--- config.mk ---
export PLATFORM = sky130hd
export DESIGN_NAME = operation_s_chunked
export DESIGN_NICKNAME = d
export VERILOG_FILES = /design/src/rtl/operation_s_chunked_pkg.sv /design/src/rtl/operation_s_chunked_add.sv /design/src/rtl/operation_s_chunked.sv
export SDC_FILE = /design/constraint.sdc
export NUM_CORES = 1
export LEC_CHECK = 0
export CORE_MARGIN = 3
export CORE_UTILIZATION = 55
export DETAILED_ROUTE_END_ITERATION = 7
export PLACE_DENSITY = 0.83
export SYNTH_ARGS = -nofsm -noshare
export SYNTH_HDL_FRONTEND = slang
export SYNTH_SLANG_ARGS = --single-unit
--- constraint.sdc ---
create_clock -name CLK -period 4.8 [get_ports CLK]
set_input_delay 0.96 -clock CLK [delete_from_list [all_inputs] [get_ports CLK]]
set_output_delay 0.96 -clock CLK [all_outputs]
set_load 0.05 [all_outputs]
--- src/rtl/operation_s_chunked_pkg.sv ---
// Shared definitions for the chunked successor operation.
//   state_e        : IDLE / RUN controller state
//   nchunk()       : number of CHUNK-wide slices in a BW-wide operand
//   idx_w()        : width of the chunk index (never less than 1 bit)
//   chunk_cfg_ok() : legality check for the (BW, CHUNK) pair
package op_pkg;

  typedef enum logic {IDLE = 1'b0, RUN = 1'b1} state_e;

  function automatic int nchunk(input int bw, input int chunk);
    return bw / chunk;
  endfunction

  function automatic int idx_w(input int n);
    return (n <= 1) ? 1 : $clog2(n);
  endfunction

  function automatic bit chunk_cfg_ok(input int bw, input int chunk);
    return (chunk >= 1) && (bw >= chunk) && ((bw % chunk) == 0);
  endfunction

endpackage

--- src/rtl/operation_s_chunked_add.sv ---
// Combinational CHUNK-bit incrementer slice: {co, s} = a + ci.
//   a  : operand chunk
//   ci : carry in
//   s  : sum chunk
//   co : carry out
module s_chunk_add #(
  parameter int CHUNK = 4
) (
  input  logic [CHUNK-1:0] a,
  input  logic             ci,
  output logic [CHUNK-1:0] s,
  output logic             co
);

  assign {co, s} = {1'b0, a} + {{CHUNK{1'b0}}, ci};

endmodule

--- src/rtl/operation_s_chunked.sv ---
// Successor operation RES = IN + 1 with the carry walked CHUNK bits per clock.
//   CLK : clock (posedge)
//   RST : synchronous active-high reset
//   ST  : start; a 0->1 edge while idle launches an operation
//   IN  : operand, captured on the start edge
//   RD  : 1 = idle with RES valid, 0 = busy
//   RES : result, updated only on completion or reset
//   OVF : last completed operation overflowed (IN was all-ones)
module operation_s_chunked
  import op_pkg::*;
#(
  parameter int BW    = 16,
  parameter int CHUNK = 4,
  parameter int EARLY = 1,
  parameter int SAT   = 0
) (
  input  logic          CLK,
  input  logic          RST,
  input  logic          ST,
  input  logic [BW-1:0] IN,
  output logic          RD,
  output logic [BW-1:0] RES,
  output logic          OVF
);

  localparam int NCHUNK = nchunk(BW, CHUNK);
  localparam int KW     = idx_w(NCHUNK);

  if (!chunk_cfg_ok(BW, CHUNK)) begin : g_bad_cfg
    $error("operation_s_chunked: CHUNK must be >= 1 and divide BW");
  end

  state_e          state_q, state_d;
  logic            st_old_q;
  logic [BW-1:0]   op_q, op_d;
  logic [BW-1:0]   w_q, w_d;
  logic            c_q, c_d;
  logic [KW-1:0]   k_q, k_d;
  logic            rd_q, rd_d;
  logic [BW-1:0]   res_q, res_d;
  logic            ovf_q, ovf_d;

  logic             start;
  logic [CHUNK-1:0] chunk_a, chunk_s;
  logic             chunk_co;
  logic             done;
  logic [BW-1:0]    w_upd;

  assign start   = ST & ~st_old_q;
  assign chunk_a = op_q[int'(k_q)*CHUNK +: CHUNK];

  s_chunk_add #(.CHUNK(CHUNK)) u_add (
    .a  (chunk_a),
    .ci (c_q),
    .s  (chunk_s),
    .co (chunk_co)
  );

  // Once the carry dies every higher chunk of W already equals OP, so the
  // result is final as soon as co drops (when EARLY is enabled).
  assign done = (k_q == KW'(NCHUNK - 1)) || ((EARLY != 0) && !chunk_co);

  always_comb begin
    w_upd = w_q;
    w_upd[int'(k_q)*CHUNK +: CHUNK] = chunk_s;
  end

  always_comb begin
    state_d = state_q;
    op_d    = op_q;
    w_d     = w_q;
    c_d     = c_q;
    k_d     = k_q;
    rd_d    = rd_q;
    res_d   = res_q;
    ovf_d   = ovf_q;
    case (state_q)
      IDLE: begin
        if (start) begin
          op_d    = IN;
          w_d     = IN;
          c_d     = 1'b1;
          k_d     = '0;
          rd_d    = 1'b0;
          state_d = RUN;
        end
      end
      RUN: begin
        // Edges on ST are deliberately not looked at here: no queuing.
        w_d = w_upd;
        c_d = chunk_co;
        k_d = k_q + KW'(1);
        if (done) begin
          res_d   = ((SAT != 0) && chunk_co) ? '1 : w_upd;
          ovf_d   = chunk_co;
          rd_d    = 1'b1;
          k_d     = '0;
          state_d = IDLE;
        end
      end
      default: state_d = IDLE;
    endcase
  end

  always_ff @(posedge CLK) begin
    st_old_q <= ST;  // tracked through reset so a held ST never fires on release
    if (RST) begin
      state_q <= IDLE;
      op_q    <= '0;
      w_q     <= '0;
      c_q     <= 1'b0;
      k_q     <= '0;
      rd_q    <= 1'b1;
      res_q   <= '0;
      ovf_q   <= 1'b0;
    end else begin
      state_q <= state_d;
      op_q    <= op_d;
      w_q     <= w_d;
      c_q     <= c_d;
      k_q     <= k_d;
      rd_q    <= rd_d;
      res_q   <= res_d;
      ovf_q   <= ovf_d;
    end
  end

  assign RD  = rd_q;
  assign RES = res_q;
  assign OVF = ovf_q;

endmodule
* Word-level counts from Yosys, hierarchy flattened
Cells that the tools add are included.
W data, S select, Z words.
** Storage, ports and cells
- Bits in registers :: 55
- Input bits :: 19
- Output and inout port bits :: 18
- Word-level logic and storage cells :: 40
** Cells by class
- Reduce and logical (&&, ||, !) cells :: 5
- $add $sub $neg :: 3
- Equal/unequal tests :: 3
- Bitwise operators :: 3
- Muxes and demuxes :: 14
- Shift operators :: 3
** Operators with widths (number)
- $neg A4 Y33 :: 1
- $shift A4 B33 Y16 const A :: 1
- $shiftx A4 B33 Y16 :: 1
- $pmux W16 S2 :: 1
- $bwmux W16 :: 1
- $mux W16 :: 1
- $shiftx A16 B5 Y4 :: 1
- $pmux W1 S2 :: 3
- $reduce_and A2 Y1 :: 3
- $add A4 B1 Y5 :: 1
- $mux W1 :: 5
- $mux W2 :: 2
- $pmux W2 S2 :: 1
- $add A2 B1 Y2 const B :: 1
- $eq A2 B2 Y1 const B :: 1
- $ne A2 B1 Y1 const B :: 1
- $ne A2 B2 Y1 const B :: 1
- $not A1 Y1 :: 2
- $and A1 B1 Y1 :: 1
- $logic_not A1 Y1 :: 1
- $logic_or A1 B1 Y1 :: 1

* Logic depth before layout (Yosys ltp)
Gate-level depths: netlist (run 1).
- Depth after elaboration :: 6
- Depth in mapped cells :: 9
- Gate-level depth less buffers :: 7

* Hierarchy
A second synthesis (run 1) with hierarchy kept.
** Second synthesis, totals
- Cells, all modules :: 272
- Area, all modules :: 2612.5 um^2
** Modules (own cells, without submodules)
- operation_s_chunked :: seq. area each 1101.1 um^2, cells an instance 266, area an instance 2552.4 um^2, times used 1
- s_chunk_add :: seq. area each 0.0 um^2, cells an instance 6, area an instance 60.1 um^2, times used 1

* Worst setup path before layout (run 1)
OpenSTA, ideal clock, no wires.
- Path type :: register -> register
- Start :: register k_q[0]
- End :: register res_q[0] (netlist: RES[0])
- Setup time :: 0.079 ns
- Slack :: 2.352 ns
- Required time :: 4.721 ns
- Path buffers :: 2
- Stages on the path, launching flop included :: 10
- Data arrival time :: 2.369 ns
- Clock period less this slack :: 2.448 ns
- Cells stage by stage :: dfxtp_1 -> buf_6 -> mux4_1 -> ha_1 -> ha_1 -> nor2b_1 -> a21boi_4 -> buf_4 -> nor2_1 -> a211oi_2
** Between the ends
- Cells in the longest elaborated chain, start to end :: 5
- Elaborated cells on any way between the ends :: 10
- Those cells by class :: add/sub: 2; eq/ne: 1; shift: 3; mux: 1; reduce/logical: 3
** Ends and longest elaborated chain
- from (decl) :: line operation_s_chunked.sv:38 : logic [KW-1:0] k_q, k_d;
- from (signal assigned) :: line operation_s_chunked.sv:121 : k_q <= k_d;
- branches (longest 5 deep; another with $add A4 B1 Y5)
- to (signal assigned) :: line operation_s_chunked.sv:123 : res_q <= res_d;
- to (decl) :: line operation_s_chunked.sv:40 : logic [BW-1:0] res_q, res_d;
Several ways; the timed one is not identified.
A chain may end at the register's enable or synchronous reset.

* Worst setup path after layout (run 1)
- Start :: register k_q[0]
- End :: register res_q[14] (netlist: RES[14])
The elaborated chain is that of the path after synthesis.

==> results.toml, run 1 <==
[critical_path]
cp_max_fo = 33
reg2reg_from = "k_q[0]$_SDFFE_PP0P_"
worst-endpoint-arrival_ns = 3.38
rr_worst_depth = 7
worstReg2RegEnd = "RES[14]$_SDFFE_PP0P_"
worstSetupStartpointType = "flip-flop"
worstSetupPathType = "flip-flop to flip-flop"
crit_path_end_kind = "flip-flop"
r2r_setup_slack_ns = 1.63
critPathLaunch = "k_q[0]$_SDFFE_PP0P_"
cp_data_required_time_ns = 5.02

[place]
dp_hpwl_mm = 4.47
dp_slack_ns = 1.45
placement.io_buffers = 36
place.gp.congestion = 0.904

[synth]
synth_top_area_share_pct = 41.1
synth_warnings = 0
synthCells = 301
yosysTopAreaCell = "dfxtp_1"
syn_avg_cell_area_um2 = 8.89
netlist_area_um2 = 2680
yosys_most_used_dff = "dfxtp_1"
ys_ff_latch = 55
seq_area_frac_synth_pct = 41.1
syn-num-nets = 328
ys_types = 33
synth_edf_count = 0
async_reset_ff_share_pct = 0
yosys-top-cells-area = "dfxtp_1, a211oi_1, nor2b_1"

[clock_network]
clock_sinks = 55
cts_max_path_buffers = 2
post_cts_buffers = 0
cts_resized = 0
clk_pin_slew_ns = 0.10
cts_buffers = 5
clk_latency_ns = 0.31
cts_tree = "yes"
cts_max_level = 2
clockRootBuffer = "clkbuf_8"
postCtsHoldBufs = 0

[timing]
tns_ns = 0
fin_crit_ns = 3.17
tightest_slew_ns = 1.02
finClkSkew_ns = 0.00991
finalCritPeriodShare_pct = 66.0
fmax_ghz = 0.316
finalHoldViolCount = 0
max_slew_margin_pct = 32.0
setup_viol_count_final = 0
drv_slew = 0
setup_ws_ns = 1.63
rsz0062_at_grt = "no"

[grt]
groute.usage.overall_pct = 23.3
antenna_found_initial = 0
grt-busiest-layer = "met1"
grt_max_degree = 55
grt_use_met2_pct = 34.8
grt_overflow = 0
grt_pass1_vias = 1966
grt_use_met3_pct = 4.35
grt_pass1_wl_mm = 10.0
use_met1_pct = 34.9

[route]
wirelength_mm = 6.31
routedWlPerCell_um = 16.2
ant_nets = 0
drtIter0Drc = 213
drc = 0
viasPerCell = 5.81
drt-pass1-iter-count = 4
vias = 2261

[cells_and_area]
multi_input_area_um2 = 1460
seq_area_um2 = 1100
fill_cells = 378
layout-drive-gt1-share_pct = 7.10
final_util_pct = 68.6
nNetsFinal = 350
area_growth_pct = 16.3
n_antenna_cell = 0

[min_path]
hold_path.class = "flip-flop to flip-flop"
hold-path-endpoint = "op_q[1]$_SDFFE_PP0P_"
min_from = "op_q[1]$_SDFFE_PP0P_"
whs_path_depth = 2

[power]
power_density_nw_per_um2 = 290
leakage_nw = 1.05
peakVddDrop_uv = 187

[floorplan]
die_w_um = 75.8
core.rowCount = 24
start_util_pct = 59.0
core-area_um2 = 4530
die_height_um = 75.8
io_pins = 37
die_area_um2 = 5740

[outcome]
status = "completed"

[flow_run]
drv_cap = 0
## per-layer routing
layer / share of wire, % / vias up / routed length [um]
li1: - / 1123 / -
met1: 46 / 1051 / 2900
met2: 47 / 79 / 2950
met3: 6.3 / 8 / 396
met4: 1.1 / 0 / 68
met5: 0 / - / 0
## metrics by stage
stage,instances,power (mW),cell area (um2),hold slack [ns]
finish,389,0.903,3110,0.465
global route,389,0.941,3110,0.489
CTS,389,0.909,3110,0.466
detailed placement,381,0.655,3020,0.450
global placement,381,0.650,3020,0.439
floorplan,301,0.604,2680,0.432
## how the worst max path moves through the flow
stage,to,slack [ns],cells past startpoint
2_1_floorplan,RES[0]$_SDFFE_PP0P_,2.35,9
3_3_place_gp,op_q[2]$_SDFFE_PP0P_,1.54,5
3_5_place_dp,op_q[8]$_SDFFE_PP0P_,1.45,5
4_1_cts,RES[3]$_SDFFE_PP0P_,1.62,7
5_1_grt,RES[10]$_SDFFE_PP0P_,1.39,7
6_report,RES[14]$_SDFFE_PP0P_,1.63,7
## critical path, cell delays in order (launching register included)
cell      delay [ns]
dfxtp_1         0.69
mux4_1          0.66
ha_1            0.24
ha_1            0.26
nor2b_1         0.21
a21boi_4        0.67
nor2_1          0.08
a211oi_1        0.25
## kinds of logic (layout without fill, tap and decap cells)
| family | Yosys count | count (layout) | synth area share, % |
|---|---|---|---|
| simple gates | 114 | 114 | 22.4 |
| compound gates | 90 | 90 | 23.2 |
| flops | 55 | 55 | 41.1 |
| buf+inv | 26 | 49 | 4.49 |
| fa+ha+maj | 8 | 8 | 3.74 |
| mux | 6 | 6 | 4.39 |
| xor+xnor | 2 | 2 | 0.655 |
## cells in the mapped netlist (all sizes together), types with 3 or more instances
cell,number
a211oi,50
a21oi,35
and2,4
and4bb,3
buf,7
clkbuf,16
dfxtp,55
ha,8
inv,3
mux4,4
nand2,40
nor2,18
nor2b,35
nor3,5
nor4b,4
## registers in the layout (all words and copies together), names as in the netlist
signal,flops
c_q,1
op_q,16
k_q,2
OVF,1
state_q,1
RD,1
w_q,16
st_old_q,1
RES,16
## report_power, final
| group | total [mW] | switching, mW | internal [mW] |
|---|---|---|---|
| logic | 0.153 | 0.0917 | 0.0609 |
| registers | 0.493 | 0.0125 | 0.481 |
| clock network | 0.257 | 0.152 | 0.105 |
## final cells by class
type | instances | area share (%)
sequential | 55 | 35.4
multi-input combinational | 220 | 46.8
clock buffer | 6 | 2.33
clock inverter | 2 | 0.563
inverter | 3 | 0.362
timing repair buffer | 38 | 11.9
tap | 65 | 2.61
## layout by cell type, fill, tap and decap left out, types with 2 or more instances in the layout
master	instances
mux4_1	2
and4bb_2	3
dfxtp_1	55
a211oi_2	4
clkinv_4	2
ha_1	8
nor2b_1	34
inv_1	2
and2_1	4
clkbuf_8	5
nor3_1	5
xnor2_1	2
mux4_2	2
a211oi_1	46
buf_4	2
mux2i_1	2
nand2_1	40
nor4b_1	3
nor2_1	18
clkdlybuf4s50_1	35
a21oi_1	35
nand2b_1	2
No activity file was read; power rests on OpenSTA's default activity.
==> run 2: changes to the inputs <==
Settings changed: CORE_UTILIZATION 55 to 49, PLACE_DENSITY 0.83 to 0.78.
Clock period 4.8 ns to 2.6 ns, I/O delays scaled along.
==> results.toml, run 2 (synthesized netlist as in run 1, its figures left out) <==
[timing]
fin_crit_ns = 2.36
finalHoldViolCount = 0
setup_viol_count_final = 0
finClkSkew_ns = 0.00561
max_slew_margin_pct = 66.1
finalCritPeriodShare_pct = 90.8
tns_ns = 0
tightest_slew_ns = 0.507
rsz0062_at_grt = "no"
hold_slack_ns = 0.465
fmax_ghz = 0.423
drv_slew = 0

[critical_path]
cp_max_fo = 26
crit_path_frequent_cell = "ha_1"
worstSetupPathType = "flip-flop to flip-flop"
slowest_delay_ns = 0.56
worstSetupStartpointType = "flip-flop"
slowest_stage = "mux4_1"
crit_path_end_kind = "flip-flop"
worst-endpoint-arrival_ns = 2.59
crit_chain = "mux4_1 -> ha_1 -> ha_1 -> nor2b_1 -> a21boi_4 -> buf_12 -> nor2_1 -> a211oi_1"
cp_data_required_time_ns = 2.83

[power]
power_density_nw_per_um2 = 520
peakVddDrop_uv = 312
leakage_nw = 1.10

[clock_network]
cts_max_level = 2
clockRootBuffer = "clkbuf_8"
clk_pin_slew_ns = 0.09
cts_max_path_buffers = 2
clk_latency_ns = 0.31
clock_sinks = 55
post_cts_buffers = 0
cts_tree = "yes"
postCtsHoldBufs = 0
cts_resized = 0
cts_buffers = 5

[route]
drtIter0Drc = 191
drt-pass1-iter-count = 4
wirelength_mm = 6.24
viasPerCell = 5.54
ant_nets = 0
routedWlPerCell_um = 15.5
vias = 2226
drc = 0

[floorplan]
die_height_um = 79.9
die_w_um = 79.9
io_pins = 37
start_util_pct = 51.4
core.rowCount = 26
die_area_um2 = 6380
core-area_um2 = 5200

[cells_and_area]
area_growth_pct = 19.4
final_util_pct = 61.4
layout-drive-gt1-share_pct = 9.04
n_antenna_cell = 0
layout_commonest_cell = "dfxtp_1"
fill_cells = 472
layout_common_cells = "dfxtp_1, a211oi_1, nand2_1"
nNetsFinal = 358

[grt]
grt_overflow = 0
antenna_found_initial = 0
grt_pass1_vias = 2045
grt_pass1_wl_mm = 10.4
groute.usage.overall_pct = 21.2
grt_max_degree = 55

[place]
placement.io_buffers = 36
dp_hpwl_mm = 4.59
place.gp.congestion = 0.879

[outcome]
status = "completed"

[flow_run]
drv_cap = 0

[min_path]
hold_path.class = "flip-flop to flip-flop"
==> run 2: metrics by stage <==
stage	area, um2	power, mW	worst slack [ns]	instances
global route	3190	1.73	0.113	402
detailed placement	3110	1.22	0.259	394
floorplan	2680	1.11	0.152	301
finish	3190	1.66	0.238	402
global placement	3110	1.21	0.350	394
CTS	3190	1.66	0.241	402
==> run 2: per-layer routing <==
layer  wire (um)  track usage [%]
met3         343             4.06
met1        2940             30.9
met4          93             5.57
met2        2870             32.0
met5           0                0
==> run 2: layout make-up <==
cell class              instances  area, um2  share of cell area, %
multi-input cells             220       1460                   45.6
flip-flops and latches         55       1100                   34.5
repair buffers                 46        455                   14.3
well taps                      70       87.6                   2.74
clock buffers                   7       76.3                   2.39
inverters                       3       11.3                  0.353
clock inverters                 1       5.00                  0.157
==> run 2: critical path: cells and delay by family (launching register included) <==
family / cells / cell delay (ns)
AO/OA/AOI/OAI: 2 / 0.43
adder cells (fa/ha/maj): 2 / 0.46
buffers and inverters: 1 / 0.18
flip-flops: 1 / 0.38
multiplexers: 1 / 0.56
AND/OR/NAND/NOR: 2 / 0.25
==> run 2: path summary, 6_finish.rpt <==
check | cells after the start | to | slack [ns] | from
setup reg to reg | 8 | RES[9]$_SDFFE_PP0P_ | 0.24 | k_q[0]$_SDFFE_PP0P_
hold reg to reg | 2 | op_q[5]$_SDFFE_PP0P_ | 0.46 | op_q[5]$_SDFFE_PP0P_
hold / removal | 2 | op_q[5]$_SDFFE_PP0P_ | 0.46 | op_q[5]$_SDFFE_PP0P_
setup / recovery | 8 | RES[9]$_SDFFE_PP0P_ | 0.24 | k_q[0]$_SDFFE_PP0P_
==> run 2: power by group <==
part / internal [mW] / switching, mW / leakage [nW] / total, mW
logic: 0.122 / 0.168 / 0.607 / 0.290
registers: 0.888 / 0.0244 / 0.450 / 0.912
clock network: 0.190 / 0.269 / 0.0422 / 0.459
==> run 3: changes to the inputs <==
Settings changed: CAP_MARGIN from default to 20.
==> results of run 3 <==
No change in the layout: final DEF, timing and power equal those of run 2.
